File: src/rtl/alu_param_if.sv
// Operand/result bus between the datapath operand registers and alu_param.
// The master drives the operands and opcode; the slave (ALU) returns result, flags and handshake.
interface alu_param_if #(
    parameter int W = 4
);
    logic [W-1:0]   in1;
    logic [W-1:0]   in2;
    logic [3:0]     s;
    logic           ld;
    logic [2*W-1:0] out;
    logic [3:0]     flags;
    logic           busy;
    logic           done;

    modport master (
        output in1, in2, s, ld,
        input  out, flags, busy, done
    );

    modport slave (
        input  in1, in2, s, ld,
        output out, flags, busy, done
    );
endinterface

File: src/rtl/alu_param.sv
// Registered W-bit ALU: single-cycle arithmetic/logic ops, loadable up/down counter
// and a sequential shift-add multiplier with busy/done handshake. flags = {err, c, z, eq}.
module alu_param #(
    parameter int W = 4
) (
    input  logic      clk,
    input  logic      rst,
    alu_param_if.slave bus
);
    localparam int RW = 2 * W;
    localparam int CW = $clog2(W + 1);

    typedef enum logic [3:0] {
        OP_ADD = 4'd0, OP_SUB = 4'd1, OP_INC = 4'd2, OP_DEC = 4'd3,
        OP_CMP = 4'd4, OP_UP  = 4'd5, OP_DN  = 4'd6, OP_SHL = 4'd7,
        OP_MUL = 4'd8, OP_AND = 4'd9, OP_OR  = 4'd10, OP_XOR = 4'd11
    } op_e;

    typedef enum logic {IDLE, RUN} state_e;

    state_e        state;
    logic [W-1:0]  cnt;
    logic [RW-1:0] mcand;
    logic [RW-1:0] acc;
    logic [W-1:0]  mplier;
    logic [CW-1:0] iter;

    logic [RW-1:0] a_ext;
    logic [RW-1:0] b_ext;
    logic [RW-1:0] res;
    logic [W-1:0]  lw;
    logic          res_c;
    logic          res_eq;
    logic          res_valid;
    logic          is_cnt;
    logic [W-1:0]  cnt_nx;
    logic          tc_nx;
    logic [RW-1:0] cnt_out;

    assign a_ext   = RW'(bus.in1);
    assign b_ext   = RW'(bus.in2);
    assign is_cnt  = (bus.s == OP_UP) || (bus.s == OP_DN);
    assign cnt_out = RW'({tc_nx, cnt_nx});

    always_comb begin
        res       = '0;
        lw        = '0;
        res_c     = 1'b0;
        res_eq    = 1'b0;
        res_valid = 1'b1;
        case (bus.s)
            OP_ADD: begin
                res   = a_ext + b_ext;
                res_c = res[W];
            end
            OP_SUB: begin
                lw    = bus.in1 - bus.in2;
                res   = RW'(lw);
                res_c = bus.in1 < bus.in2;
            end
            OP_INC: begin
                res   = a_ext + RW'(1);
                res_c = res[W];
            end
            OP_DEC: begin
                lw    = bus.in1 - W'(1);
                res   = RW'(lw);
                res_c = (bus.in1 == '0);
            end
            OP_CMP: begin
                res[2:0] = {bus.in1 > bus.in2, bus.in1 < bus.in2, bus.in1 == bus.in2};
                res_eq   = (bus.in1 == bus.in2);
            end
            OP_SHL: begin
                res   = a_ext << 1;
                res_c = res[W];
            end
            OP_AND: begin
                lw  = bus.in1 & bus.in2;
                res = RW'(lw);
            end
            OP_OR: begin
                lw  = bus.in1 | bus.in2;
                res = RW'(lw);
            end
            OP_XOR: begin
                lw  = bus.in1 ^ bus.in2;
                res = RW'(lw);
            end
            default: res_valid = 1'b0;
        endcase
    end

    // Terminal count is judged on the value the counter is about to hold.
    always_comb begin
        if (bus.ld)
            cnt_nx = bus.in1;
        else if (bus.s == OP_UP)
            cnt_nx = cnt + W'(1);
        else
            cnt_nx = cnt - W'(1);
        tc_nx = (bus.s == OP_UP) ? (&cnt_nx) : (cnt_nx == '0);
    end

    always_ff @(posedge clk or negedge rst) begin
        if (!rst) begin
            state     <= IDLE;
            cnt       <= '0;
            mcand     <= '0;
            acc       <= '0;
            mplier    <= '0;
            iter      <= '0;
            bus.out   <= '0;
            bus.flags <= '0;
            bus.busy  <= 1'b0;
            bus.done  <= 1'b0;
        end else begin
            bus.done <= 1'b0;
            case (state)
                IDLE: begin
                    if (bus.ld && bus.s == OP_MUL) begin
                        mcand    <= a_ext;
                        mplier   <= bus.in2;
                        acc      <= '0;
                        iter     <= CW'(W);
                        bus.busy <= 1'b1;
                        state    <= RUN;
                    end else if (is_cnt) begin
                        cnt       <= cnt_nx;
                        bus.out   <= cnt_out;
                        bus.flags <= {1'b0, tc_nx, cnt_out == '0, 1'b0};
                    end else if (bus.ld) begin
                        if (res_valid) begin
                            bus.out   <= res;
                            bus.flags <= {1'b0, res_c, res == '0, res_eq};
                        end else begin
                            bus.flags[3] <= 1'b1;
                        end
                    end
                end
                RUN: begin
                    // W partial-product steps, then one edge to publish the product.
                    if (iter == '0) begin
                        bus.out   <= acc;
                        bus.flags <= {2'b00, acc == '0, 1'b0};
                        bus.busy  <= 1'b0;
                        bus.done  <= 1'b1;
                        state     <= IDLE;
                    end else begin
                        if (mplier[0])
                            acc <= acc + mcand;
                        mcand  <= mcand << 1;
                        mplier <= mplier >> 1;
                        iter   <= iter - CW'(1);
                    end
                end
                default: state <= IDLE;
            endcase
        end
    end
endmodule
File: src/flat_wrapper.sv
// flat-port wrapper written by rule: the top's interface ports become plain ports
module alu_param_flat 
#(
    parameter int W = 4
)
  (clk, rst, bus_in1, bus_in2, bus_s, bus_ld, bus_out, bus_flags, bus_busy, bus_done);
  alu_param_if #(.W(W)) bus_i ();
  input  logic clk;
  input  logic rst;
  input wire logic [$bits(bus_i.in1)-1:0] bus_in1;
  input wire logic [$bits(bus_i.in2)-1:0] bus_in2;
  input wire logic [$bits(bus_i.s)-1:0] bus_s;
  input wire logic [$bits(bus_i.ld)-1:0] bus_ld;
  output wire logic [$bits(bus_i.out)-1:0] bus_out;
  output wire logic [$bits(bus_i.flags)-1:0] bus_flags;
  output wire logic [$bits(bus_i.busy)-1:0] bus_busy;
  output wire logic [$bits(bus_i.done)-1:0] bus_done;
  assign bus_i.in1 = bus_in1;
  assign bus_i.in2 = bus_in2;
  assign bus_i.s = bus_s;
  assign bus_i.ld = bus_ld;
  assign bus_out = bus_i.out;
  assign bus_flags = bus_i.flags;
  assign bus_busy = bus_i.busy;
  assign bus_done = bus_i.done;
  alu_param #(.W(W)) u_core (.clk(clk), .rst(rst), .bus(bus_i));
endmodule
File: config.mk
export PLATFORM = sky130hd
export DESIGN_NAME = alu_param_flat
export DESIGN_NICKNAME = d
export VERILOG_FILES = /design/src/rtl/alu_param_if.sv /design/src/rtl/alu_param.sv /design/src/flat_wrapper.sv
export SDC_FILE = /design/constraint.sdc
export NUM_CORES = 1
export LEC_CHECK = 0
export ABC_AREA = 0
export ABC_CLOCK_PERIOD_IN_PS = 2500
export BUFFER_PORTS_ARGS = -buffer_cell sky130_fd_sc_hd__buf_2
export CAP_MARGIN = 0
export CELL_PAD_IN_SITES_DETAIL_PLACEMENT = 0
export CELL_PAD_IN_SITES_GLOBAL_PLACEMENT = 2
export CORE_ASPECT_RATIO = 0.8
export CORE_MARGIN = 5
export CORE_UTILIZATION = 37
export DETAILED_ROUTE_END_ITERATION = 10
export PLACE_DENSITY = 0.85
export SLEW_MARGIN = 20
export SYNTH_ARGS = -nofsm -noshare
export SYNTH_HDL_FRONTEND = slang
export SYNTH_SLANG_ARGS = --single-unit
File: constraint.sdc
create_clock -name clk -period 2.5 [get_ports clk]
set_clock_uncertainty 0.15 [all_clocks]
set_input_delay 0.375 -clock clk [delete_from_list [all_inputs] [get_ports clk]]
set_output_delay 0.375 -clock clk [all_outputs]
set_load 0.02 [all_outputs]
======== Word level (Yosys, flattened, before mapping) ========
Index checks and enable logic that the tools add are counted.
word-level totals
  register bits ........................... 42
  bits in latches ......................... 0
  RAM bits ................................ 0
  memory bits (read-only) ................. 0
  input port bits ......................... 15
  output and inout bits ................... 14
  logic and storage cells ................. 104
  memories ................................ 0
cells by class
  add/sub/neg operators ................... 8
  multiply operators ...................... 0
  divide/modulo/power cells ............... 0
  order comparisons ....................... 2
  equal/unequal tests ..................... 19
  shift operators ......................... 0
  muxes and demuxes ....................... 42
  bitwise operators ....................... 5
  reductions and logical operators ........ 17
operator list
  kind                 number
  $mux 8               10
  $pmux 8 s2           3
  $pmux 5 s8           1
  $mux 4               8
  $pmux 3 s9           1
  $logic_not 8->1      3
  $eq 4x3->1 const B   4
  $eq 4x4->1 const B   4
  $pmux 4 s2           2
  $logic_not 4->1      3
  $mux 1               10
  $mux 3               3
  $reduce_and 3->1     3
  $reduce_or 9->1      1
  $add 8x8->8          1
  $eq 4x2->1 const B   2
  $ne 2x2->1 const B   4
  $reduce_and 4->1     2
  $sub 4x1->4 const B  2
  $pmux 3 s2           1
  $add 4x1->5 const B  1
  $add 4x4->5          1
  $pmux 1 s5           1
  $add 4x1->4 const B  1
  other kinds (18)     21

======== Depth between registers and ports, before layout ========
Gate-level depths: netlist of the first run.
  depth in word-level cells ............... 9
  mapped depth ............................ 10
  depth with buffers taken out ............ 10

======== Worst setup path before layout of the first run ========
No wires, ideal clock.
  kind .................................... input port to flip-flop
  start point ............................. input port bus_s[0]
  end point ............................... register u_core.bus.out[4]
  library setup time ...................... 95 ps
  arrival ................................. 2636 ps
  required time ........................... 2255 ps
  slack ................................... -382 ps
  stages .................................. 9
  buffers on the path ..................... 1
  path through ............................ buf_2 nor2b_1 nand2_1 fa_1 nor2b_1 or4b_1 a311oi_1 nor3_1 o31ai_1
on the way
  word-level cells in the longest chain between the ends .. 8
  elaborated cells on any way between the ends .. 31
  classes of those cells .................. eq/ne (14); mux (10); reduce/logical (7)
ends and longest elaborated chain
  item                                                        RTL line                                            text
  start, declared                                             flat_wrapper.sv:12                                  input wire logic [$bits(bus_i.s)-1:0] bus_s;
  $eq 4x3->1                                                  alu_param.sv:42, alu_param.sv:98, alu_param.sv:102
  $mux 4                                                      alu_param.sv:98                                     else if (bus.s == OP_UP)
  $mux 4                                                      alu_param.sv:96                                     if (bus.ld)
  $logic_not 4->1 / $reduce_and 4->1 (equally long branches)  alu_param.sv:102                                    tc_nx = (bus.s == OP_UP) ? (&cnt_nx) : (cnt_nx == '0);
  $mux 1                                                      alu_param.sv:102
  $mux 8                                                      alu_param.sv:128                                    end else if (is_cnt) begin
  $mux 8                                                      alu_param.sv:121                                    if (bus.ld && bus.s == OP_MUL) begin
  $pmux 8 s2                                                  alu_param.sv:119                                    case (state)
  end signal, assigned                                        alu_param.sv:130                                    bus.out <= cnt_out;
  end signal, assigned                                        alu_param.sv:134                                    bus.out <= res;
  end, declared                                               alu_param_if.sv:22                                  output out, flags, busy, done
Several ways; a longest one is shown, not always the timed one. The select of a mux whose other input is x is not followed.
A chain may end at the register's enable or synchronous reset.

======== Worst setup path in the final report of the first run ========
  start point ............................. input port bus_s[2]
  end point ............................... register u_core.bus.flags[1]
on the way
  word-level cells in the longest chain between the ends .. 9
  elaborated cells on any way between the ends .. 34
  classes of those cells .................. eq/ne (14); mux (11); reduce/logical (9)
ends and longest elaborated chain
  item                                                        RTL line                                            text
  $eq 4x3->1                                                  alu_param.sv:42, alu_param.sv:98, alu_param.sv:102
  $mux 4                                                      alu_param.sv:98
  $mux 4                                                      alu_param.sv:96
  $logic_not 4->1 / $reduce_and 4->1 (equally long branches)  alu_param.sv:102
  $mux 1                                                      alu_param.sv:102
  $logic_not 8->1                                             alu_param.sv:131                                    bus.flags <= {1'b0, tc_nx, cnt_out == '0, 1'b0};
  $mux 4                                                      alu_param.sv:128
  $mux 4                                                      alu_param.sv:121
  $pmux 4 s2                                                  alu_param.sv:119
  end signal, assigned                                        alu_param.sv:131
  end signal, assigned                                        alu_param.sv:135                                    bus.flags <= {1'b0, res_c, res == '0, res_eq};
  end signal, assigned                                        alu_param.sv:145                                    bus.flags <= {2'b00, acc == '0, 1'b0};
  end, declared                                               alu_param_if.sv:22
Several ways; a longest one is shown, not always the timed one. The select of a mux whose other input is x is not followed.

==> flow_metrics.env, run 1 <==
export IMPL_routed_wl_um=8680
export IMPL_synth_top_cell_area_share_pct=32.9
export IMPL_crit_path_start_kind="input port"
export IMPL_path_max_fanout=4
export IMPL_portBuffers=28
export IMPL_fin_cells=545
export IMPL_drtPass1Iterations=4
export IMPL_status="finished, final reports clean"
export IMPL_finalCriticalPeriod_ps=2360
export IMPL_cts_setup_buffers=0
export IMPL_leakage_nw=1.85
export IMPL_p_seq_share_pct=33.9
export IMPL_core_region_area_um2=8450
export IMPL_fin_ws_ps=142
export IMPL_synthCells=370
export IMPL_cap_violations=0
export IMPL_internal_power_w=0.00202
export IMPL_synth_commonest_cells="43 x nand2_1, 42 x dfrtp_1, 32 x o21ai_0"
export IMPL_routed_via_density=5.37
export IMPL_crit_type="in -> reg"
export IMPL_async_reset_ff_share_pct=100
export IMPL_grt_pass1_wl_um=14400
export IMPL_hold_viol=0
export IMPL_max_freq_mhz=424
export IMPL_vias=2927
export IMPL_h_tree_depth=2
export IMPL_avgSynthCellArea_um2=8.64
export IMPL_grt_pass1_vias=2813
export IMPL_grt_start_max_net_pins=25
export IMPL_cts_tree="done"
export IMPL_synth_most_common_cell="nand2_1"
export IMPL_power_switching_w=0.00150
export IMPL_drive_gt1_share_pct=21.7
export IMPL_finish_net_count=476
export IMPL_rsz0062_at_grt="no"
export IMPL_die_x_um=114
export IMPL_pwr_density_cell_nw_per_um2=913
export IMPL_ios=29
export IMPL_synth_edff_count=0
export IMPL_hold_class="in -> reg"
export IMPL_synth_warning_count=0
export IMPL_switching_share_pct=42.6
export IMPL_clkPwrFrac_pct=15.3
export IMPL_synth_cell_types=62
export IMPL_clkSinkCount=42
export IMPL_ys_ff_latch=42
export IMPL_numCtsBuffers=5
export IMPL_row_count=30
export IMPL_peakVddDrop_uv=468
export IMPL_cts_max_path_buffers=2
export IMPL_hpwl_um=6800
export IMPL_relSlewSlack_pct=63.4
export IMPL_crit_required_ps=2560
export IMPL_synth_area_leaders="dfrtp_1 33%, ha_1 9.8%, nand2_1 5.1%"
export IMPL_grt_use_total_pct=16.8
export IMPL_die_area_um2=10600
export IMPL_end_kind="flip-flop"
export IMPL_netlist_area_um2=3200
export IMPL_overflow=0
export IMPL_post_route_util_pct=45.8
export IMPL_remaining_drc_errors=0
export IMPL_combPwrFrac_pct=50.8
export IMPL_clk_pin_slew_ps=80
export IMPL_slew_violations=0
export IMPL_ant_nets=0
export IMPL_drtIter0Drc=215
export IMPL_antenna_found_initial=0
export IMPL_hold_depth=3
export IMPL_setup_viol=0
export IMPL_reg2reg_depth=6
export IMPL_clock_latency_ps=290
export IMPL_synth_ff_type="dfrtp_1"
export IMPL_cts_root_buffer="clkbuf_8"
export IMPL_dpl_cell_count=536
export IMPL_diodes=0
export IMPL_place_congestion=0.872
export IMPL_worst_slew_pin_slew_ps=549
export IMPL_start_util_pct=37.8
export IMPL_ys_seq_area_share_pct=32.9
export IMPL_fillers=818
export IMPL_area_delta_synth_final_pct=20.9
export IMPL_post_place_ws_ps=-143
export IMPL_fin_crit_sh_pct=94.3
export IMPL_yosysTopAreaCell="dfrtp_1"
export IMPL_fp_dieH_um=93.1
export IMPL_wl_per_cell_um=15.9
export IMPL_crit_arrival_ps=2420
export IMPL_synth_nets=414
==> power by group through the flow <==
stage               sequential (W)  combinational, W  clock (W)
floorplan                  0.00125           0.00114          0
global placement           0.00120           0.00175          0
detailed placement         0.00121           0.00178          0
CTS                        0.00120           0.00179   0.000554
global route               0.00124           0.00202   0.000583
finish                     0.00120           0.00179   0.000540
==> layout make-up <==
type	count	area [um^2]	area share, %
Clock inverter	2	37.5	0.971
Clock buffer	6	72.6	1.88
Tap cell	112	140	3.63
Timing Repair Buffer	75	495	12.8
Sequential cell	42	1050	27.2
Multi-Input combinational cell	285	1980	51.3
Inverter	23	86.3	2.23
==> path summary, 6_finish.rpt <==
path,start,end,slack (ps)
min in group asynchronous,rst,u_core.cnt[1]$_DFFE_PN0P_,440
max in group asynchronous,rst,u_core.acc[0]$_DFFE_PN0P_,1180
min reg2reg,u_core.bus.out[5]$_DFFE_PN0P_,u_core.bus.out[5]$_DFFE_PN0P_,320
min,bus_in2[3],u_core.mplier[3]$_DFFE_PN0P_,280
max reg2reg,u_core.cnt[1]$_DFFE_PN0P_,u_core.bus.out[4]$_DFFE_PN0P_,150
max,bus_s[2],u_core.bus.flags[1]$_DFFE_PN0P_,140
==> sequential cells by signal, summed over array words and instances (netlist names) <==
signal	cells
u_core.bus.flags	4
u_core.cnt	4
u_core.mcand	8
u_core.mplier	4
u_core.iter	3
u_core.bus.done	1
u_core.acc	8
u_core.bus.out	8
u_core.bus.busy	1
u_core.state	1
==> critical path: stages <==
cell	delay (ps)
buf_2	80
nor2b_2	210
nand2_4	70
buf_4	140
ha_1	270
a21o_1	150
a21oi_1	310
xor2_2	250
a21oi_1	100
o31a_1	280
o221ai_2	150
==> placed cells by master (no fill, tap or decap), types with 3 or more instances in the layout <==
master / n
mux2i_1: 10
xor2_1: 7
nand2b_1: 4
a31oi_1: 5
a21o_1: 6
fa_1: 4
nand4_1: 4
ha_1: 25
nand3_1: 12
o31ai_1: 3
buf_2: 28
mux2_2: 3
a21oi_1: 23
o21ai_1: 3
nand2_1: 42
buf_4: 46
inv_1: 23
xnor2_1: 3
nor3b_1: 3
nor4_1: 4
o221ai_1: 3
dfrtp_1: 42
clkbuf_8: 5
o21ai_0: 31
and3_1: 6
nor3_1: 8
and2_1: 4
nor2b_1: 7
nor2_1: 18
o211ai_1: 3
==> cells by family after synthesis <==
group / share of synthesized area, %
AND/OR/NAND/NOR: 20.4
AO/OA/AOI/OAI: 21.3
buffers and inverters: 5.87
flip-flops: 32.9
adder cells (fa/ha/maj): 12.3
multiplexers: 4.19
XOR/XNOR: 3.02
==> layer usage <==
layer	part of all wire [%]	GRT usage, %	wire length [um]
met5	0	0	0
met4	0.88	2.87	76
met3	5.0	3.17	438
met2	41	24.4	3580
met1	53	26.0	4590
==> per-stage QoR <==
step / setup TNS, ps / instance area [um^2] / power (W) / hold slack, ps
2_1_floorplan: -100 / 3220 / 0.00239 / -70.6
3_3_place_gp: -408 / 3740 / 0.00295 / 238
3_5_place_dp: -596 / 3740 / 0.00299 / 247
4_1_cts: 0 / 3860 / 0.00354 / 282
5_1_grt: 0 / 3860 / 0.00384 / 298
6_report: 0 / 3860 / 0.00353 / 279
==> timing repair <==
action	CTS	global route
hold buffers	1	0
setup endpoints to repair	0	2
endpoints found under the hold margin	21	0
resized for setup	0	1
(Power assumes the default switching activity.)
==> run 2, diff against run 1 <==
--- a/config.mk
+++ b/config.mk
@@ -8,7 +8,7 @@
 export ABC_AREA = 0
 export ABC_CLOCK_PERIOD_IN_PS = 2500
 export BUFFER_PORTS_ARGS = -buffer_cell sky130_fd_sc_hd__buf_2
-export CAP_MARGIN = 0
+export CAP_MARGIN = 25
 export CELL_PAD_IN_SITES_DETAIL_PLACEMENT = 0
 export CELL_PAD_IN_SITES_GLOBAL_PLACEMENT = 2
 export CORE_ASPECT_RATIO = 0.8
@@ -16,6 +16,7 @@
 export CORE_UTILIZATION = 37
 export DETAILED_ROUTE_END_ITERATION = 10
 export PLACE_DENSITY = 0.85
+export RECOVER_POWER = 25
 export SLEW_MARGIN = 20
 export SYNTH_ARGS = -nofsm -noshare
 export SYNTH_HDL_FRONTEND = slang
==> flow_metrics.env, run 2 (same netlist as run 1, synthesis figures left out) <==
export IMPL_status="finished, final reports clean"
export IMPL_critical_path_top_delay_family="compound AO/OA/AOI/OAI gates"
export IMPL_ios=29
export IMPL_fin_hold_ws_ps=280
export IMPL_drtPass1Iterations=4
export IMPL_fin_crit_sh_pct=94.4
export IMPL_crit_path_start_kind="input port"
export IMPL_crit_chain="buf_2 > nor2b_2 > nand2_4 > buf_4 > ha_1 > a21o_1 > a21oi_1 > xor2_2 > a21oi_1 > o31a_1 > o221ai_2"
export IMPL_slowest_stage="a21oi_1"
export IMPL_grt_pass1_vias=2813
export IMPL_die_area_um2=10600
export IMPL_cts_tree="done"
export IMPL_place_congestion=0.872
export IMPL_start_util_pct=37.8
export IMPL_min_to="u_core.mplier[3]$_DFFE_PN0P_"
export IMPL_reg2reg_depth=6
export IMPL_slowest_delay_ps=310
export IMPL_ant_nets=0
export IMPL_hold_viol=0
export IMPL_cts_setup_buffers=0
export IMPL_grt_util_met1_pct=26.0
export IMPL_r2r_end="u_core.bus.out[4]$_DFFE_PN0P_"
export IMPL_vias=2931
export IMPL_met2_usage_pct=24.4
export IMPL_mostFrequentLayoutCell="buf_4"
export IMPL_reg2reg_slack_ps=150
export IMPL_rsz0062_at_grt="no"
export IMPL_diodes=0
export IMPL_largestRegisters="u_core.acc: 8 flops, u_core.bus.out: 8 flops, u_core.mcand: 8 flops"
export IMPL_cap_violations=0
export IMPL_remaining_drc_errors=0
export IMPL_path_max_fanout=4
export IMPL_finalCriticalPeriod_ps=2360
export IMPL_area_delta_synth_final_pct=20.8
export IMPL_row_count=30
export IMPL_crit_arrival_ps=2420
export IMPL_clkSinkCount=42
export IMPL_cp_num_buf_inv=2
export IMPL_fin_cells=545
export IMPL_post_route_util_pct=45.7
export IMPL_clk_pin_slew_ps=80
export IMPL_leakage_nw=1.83
export IMPL_grt_pass1_wl_um=14400
export IMPL_hp_start="bus_in2[3]"
export IMPL_crit_type="in -> reg"
export IMPL_pwr_density_cell_nw_per_um2=913
export IMPL_worst_slew_pin_slew_ps=1310
export IMPL_routed_via_density=5.38
export IMPL_die_x_um=114
export IMPL_cp_common_cell="a21oi_1"
export IMPL_grt_start_max_net_pins=25
export IMPL_fp_dieH_um=93.1
export IMPL_h_tree_depth=2
export IMPL_hold_depth=3
export IMPL_peakVddDrop_uv=467
export IMPL_grt_use_total_pct=16.8
export IMPL_setup_viol=0
export IMPL_portBuffers=28
export IMPL_routed_wl_um=8680
export IMPL_crit_required_ps=2560
export IMPL_post_place_ws_ps=-143
export IMPL_slew_violations=0
export IMPL_final_cell_mix="46 x buf_4, 42 x nand2_1, 42 x dfrtp_1"
export IMPL_max_freq_mhz=424
export IMPL_overflow=0
export IMPL_clock_latency_ps=290
export IMPL_relSlewSlack_pct=12.9
export IMPL_drive_gt1_share_pct=21.0
export IMPL_drtIter0Drc=215
export IMPL_cts_max_path_buffers=2
export IMPL_finish_net_count=476
export IMPL_core_region_area_um2=8450
export IMPL_end_kind="flip-flop"
export IMPL_wl_per_cell_um=15.9
export IMPL_tns_ps=0
export IMPL_hold_class="in -> reg"
export IMPL_rr_startpoint="u_core.cnt[1]$_DFFE_PN0P_"
export IMPL_use_met3_pct=3.17
export IMPL_cts_root_buffer="clkbuf_8"
export IMPL_fin_ws_ps=141
export IMPL_hpwl_um=6800
export IMPL_numCtsBuffers=5
export IMPL_grt_busiest_layer="met1"
export IMPL_antenna_found_initial=0
export IMPL_dpl_cell_count=536
==> run 2: changes by cell type in the layout (fill, tap and decap cells not counted), sizes merged <==
cell / delta
buf: -3
clkbuf: +3
==> run 2: metal layers <==
metal	part of all wire, %	wire (um)
met1	52	4530
met2	41	3590
met3	5.6	484
met4	0.88	76
met5	0	0
==> run 2: tightest hold or removal path: cells and delay by family <==
kind	cells	cell delay [ps]
AOI/OAI and AO/OA	1	90
buffers and inverters	2	210
==> run 2: final cells by class <==
| cell class | instances | area (um^2) |
|---|---|---|
| timing repair buffer | 75 | 492 |
| tap | 112 | 140 |
| multi-input combinational | 285 | 1980 |
| clock buffer | 6 | 72.6 |
| clock inverter | 2 | 37.5 |
| inverter | 23 | 86.3 |
| fill | 816 | 4580 |
| sequential | 42 | 1050 |
==> run 2: per-stage QoR <==
step,cell area (um^2),power [W]
after CTS,3860,0.00354
after global placement,3740,0.00295
after global routing,3860,0.00384
after floorplan,3220,0.00239
after detailed placement,3740,0.00299
final,3860,0.00353
==> run 2: timing repair <==
item	in CTS	in global routing
gates resized for setup	0	1
hold buffers	1	0
endpoints found under the hold margin	21	0
setup endpoints to repair	0	2
==> run 2: worst max-delay path by stage <==
stage / from / to / slack [ps] / cells past startpoint
after floorplan: bus_s[1] / u_core.bus.out[4]$_DFFE_PN0P_ / -70 / 9
after global placement: bus_s[3] / u_core.bus.flags[1]$_DFFE_PN0P_ / -100 / 11
after detailed placement: bus_s[2] / u_core.bus.flags[1]$_DFFE_PN0P_ / -140 / 11
after CTS: bus_s[2] / u_core.bus.flags[1]$_DFFE_PN0P_ / 160 / 11
after global routing: bus_s[2] / u_core.bus.flags[1]$_DFFE_PN0P_ / 6 / 11
final: bus_s[2] / u_core.bus.flags[1]$_DFFE_PN0P_ / 140 / 11
==> run 2: report_power, final <==
| group | switching [W] | leakage (nW) | internal [W] |
|---|---|---|---|
| clock network | 0.000241 | 0.0514 | 0.000298 |
| registers | 0.000239 | 0.534 | 0.000958 |
| logic | 0.00102 | 1.25 | 0.000766 |
==> run 3, diff against run 2 <==
--- a/config.mk
+++ b/config.mk
@@ -6,7 +6,7 @@
 export NUM_CORES = 1
 export LEC_CHECK = 0
 export ABC_AREA = 0
-export ABC_CLOCK_PERIOD_IN_PS = 2500
+export ABC_CLOCK_PERIOD_IN_PS = 2400
 export BUFFER_PORTS_ARGS = -buffer_cell sky130_fd_sc_hd__buf_2
 export CAP_MARGIN = 25
 export CELL_PAD_IN_SITES_DETAIL_PLACEMENT = 0
==> constraint.sdc (replaced) <==
create_clock -name clk -period 2.4 [get_ports clk]
set_clock_uncertainty 0.15 [all_clocks]
set_input_delay 0.36 -clock clk [delete_from_list [all_inputs] [get_ports clk]]
set_output_delay 0.36 -clock clk [all_outputs]
set_load 0.02 [all_outputs]
==> flow_metrics.env, run 3 (same netlist as run 1, synthesis figures left out) <==
export IMPL_cts_setup_buffers=0
export IMPL_vias=2955
export IMPL_routed_wl_um=8990
export IMPL_rr_startpoint="u_core.cnt[1]$_DFFE_PN0P_"
export IMPL_setup_viol=1
export IMPL_slew_violations=0
export IMPL_cts_tree="done"
export IMPL_cp_num_buf_inv=0
export IMPL_peakVddDrop_uv=423
export IMPL_tns_ps=-7.94
export IMPL_switching_share_pct=43.1
export IMPL_status="finished, violations left"
export IMPL_crit_arrival_ps=2480
export IMPL_reg2reg_slack_ps=-8
export IMPL_violations="negative setup slack"
export IMPL_hold_depth=4
export IMPL_reg2reg_depth=6
export IMPL_clkPwrFrac_pct=15.4
export IMPL_routed_via_density=5.34
export IMPL_hold_class="in -> reg"
export IMPL_drtIter0Drc=237
export IMPL_fin_total_pwr_w=0.00377
export IMPL_cts_root_buffer="clkbuf_8"
export IMPL_min_to="u_core.mplier[3]$_DFFE_PN0P_"
export IMPL_crit_type="reg -> reg"
export IMPL_diodes=0
export IMPL_fin_ws_ps=-7.94
export IMPL_die_area_um2=10600
export IMPL_core_region_area_um2=8450
export IMPL_slowest_stage="fa_1"
export IMPL_final_cell_mix="53 x buf_4, 42 x nand2_1, 42 x dfrtp_1"
export IMPL_h_tree_depth=2
export IMPL_largestRegisters="u_core.acc: 8 flops, u_core.bus.out: 8 flops, u_core.mcand: 8 flops"
export IMPL_row_count=30
export IMPL_rsz0062_at_grt="yes"
export IMPL_mostFrequentLayoutCell="buf_4"
export IMPL_relSlewSlack_pct=27.5
export IMPL_cts_max_path_buffers=2
export IMPL_end_kind="flip-flop"
export IMPL_ios=29
export IMPL_crit_path_start_kind="flip-flop"
export IMPL_max_freq_mhz=415
export IMPL_internal_power_w=0.00214
export IMPL_overflow=0
export IMPL_cap_violations=0
export IMPL_remaining_drc_errors=0
export IMPL_combPwrFrac_pct=51.5
export IMPL_crit_required_ps=2470
export IMPL_grt_pass1_wl_um=14400
export IMPL_ant_nets=0
export IMPL_antenna_found_initial=0
export IMPL_crit_chain="fa_1 > nor2b_2 > or4b_1 > a311oi_2 > nor3_2 > o31ai_1"
export IMPL_drive_gt1_share_pct=24.9
export IMPL_r2r_end="u_core.bus.out[4]$_DFFE_PN0P_"
export IMPL_grt_use_total_pct=17.0
export IMPL_place_congestion=0.886
export IMPL_p_seq_share_pct=33.1
export IMPL_portBuffers=28
export IMPL_critical_path_top_delay_family="simple AND/OR/NAND/NOR gates"
export IMPL_area_delta_synth_final_pct=23.9
export IMPL_die_x_um=114
export IMPL_finalCriticalPeriod_ps=2410
export IMPL_grt_pass1_vias=2798
export IMPL_fin_crit_sh_pct=100
export IMPL_power_switching_w=0.00162
export IMPL_path_max_fanout=3
export IMPL_wl_per_cell_um=16.2
export IMPL_hp_start="bus_in2[3]"
export IMPL_clk_pin_slew_ps=90
export IMPL_numCtsBuffers=5
export IMPL_finish_net_count=484
export IMPL_worst_slew_pin_slew_ps=1090
export IMPL_hold_viol=0
export IMPL_start_util_pct=37.8
export IMPL_drtPass1Iterations=4
export IMPL_grt_start_max_net_pins=43
export IMPL_fp_dieH_um=93.1
export IMPL_clkSinkCount=42
export IMPL_clock_latency_ps=300
export IMPL_slowest_delay_ps=560
export IMPL_leakage_nw=1.90
export IMPL_pwr_density_cell_nw_per_um2=951
export IMPL_hpwl_um=6870
[run 3: through the flow]
| stage | util (%) | hold slack, ps | cell area [um^2] | worst slack [ps] | cells |
|---|---|---|---|---|---|
| final | 46.9 | 313 | 3960 | -7.94 | 553 |
| after global routing | 46.9 | 325 | 3960 | -67.2 | 553 |
| after CTS | 46.4 | 302 | 3920 | 28.2 | 553 |
| after detailed placement | 45.0 | 303 | 3800 | -291 | 544 |
| after global placement | 45.0 | 296 | 3800 | -196 | 544 |
| after floorplan | - | -85.6 | 3230 | -130 | 370 |
[run 3: power groups by stage]
| stage | combinational [W] | clock (W) | sequential, W |
|---|---|---|---|
| final | 0.00194 | 0.000580 | 0.00124 |
| after global routing | 0.00214 | 0.000631 | 0.00129 |
| after CTS | 0.00190 | 0.000588 | 0.00124 |
| after detailed placement | 0.00189 | 0 | 0.00126 |
| after global placement | 0.00184 | 0 | 0.00125 |
| after floorplan | 0.00119 | 0 | 0.00130 |
[run 3: final cells by class]
| type | count | area (um^2) |
|---|---|---|
| Inverter | 23 | 86.3 |
| Clock inverter | 3 | 43.8 |
| Multi-Input combinational cell | 285 | 2020 |
| Timing Repair Buffer | 83 | 553 |
| Sequential cell | 42 | 1050 |
| Fill cell | 856 | 4490 |
| Clock buffer | 5 | 68.8 |
| Tap cell | 112 | 140 |
[run 3: worst min-delay path: cells and delay by family]
kind / cells / cell delay (ps)
buffers and inverters: 3 / 280
AOI/OAI and AO/OA: 1 / 70
[run 3: worst max-delay path by stage]
stage,depth (start not counted),to,slack (ps),startpoint
after detailed placement,9,u_core.bus.flags[1]$_DFFE_PN0P_,-290,bus_in2[0]
after CTS,9,u_core.bus.flags[1]$_DFFE_PN0P_,30,bus_in2[0]
after global placement,9,u_core.bus.flags[1]$_DFFE_PN0P_,-200,bus_in2[0]
final,6,u_core.bus.out[4]$_DFFE_PN0P_,-8,u_core.cnt[1]$_DFFE_PN0P_
after global routing,6,u_core.bus.out[4]$_DFFE_PN0P_,-70,u_core.cnt[1]$_DFFE_PN0P_
after floorplan,9,u_core.bus.out[4]$_DFFE_PN0P_,-130,bus_s[0]
[run 3: routing by layer]
layer,GRT usage [%],vias up,share of wire (%)
li1,-,1475,-
met1,26.3,1389,51
met2,24.8,89,43
met3,3.62,2,5.9
met4,2.27,0,0.30
met5,0,-,0
[run 3: repair_timing]
item / 4_1_cts / 5_1_grt
resized for setup: 0 / 8
hold buffers: 1 / 0
endpoints found under the setup margin: 0 / 5
hold endpoints to repair: 25 / 0
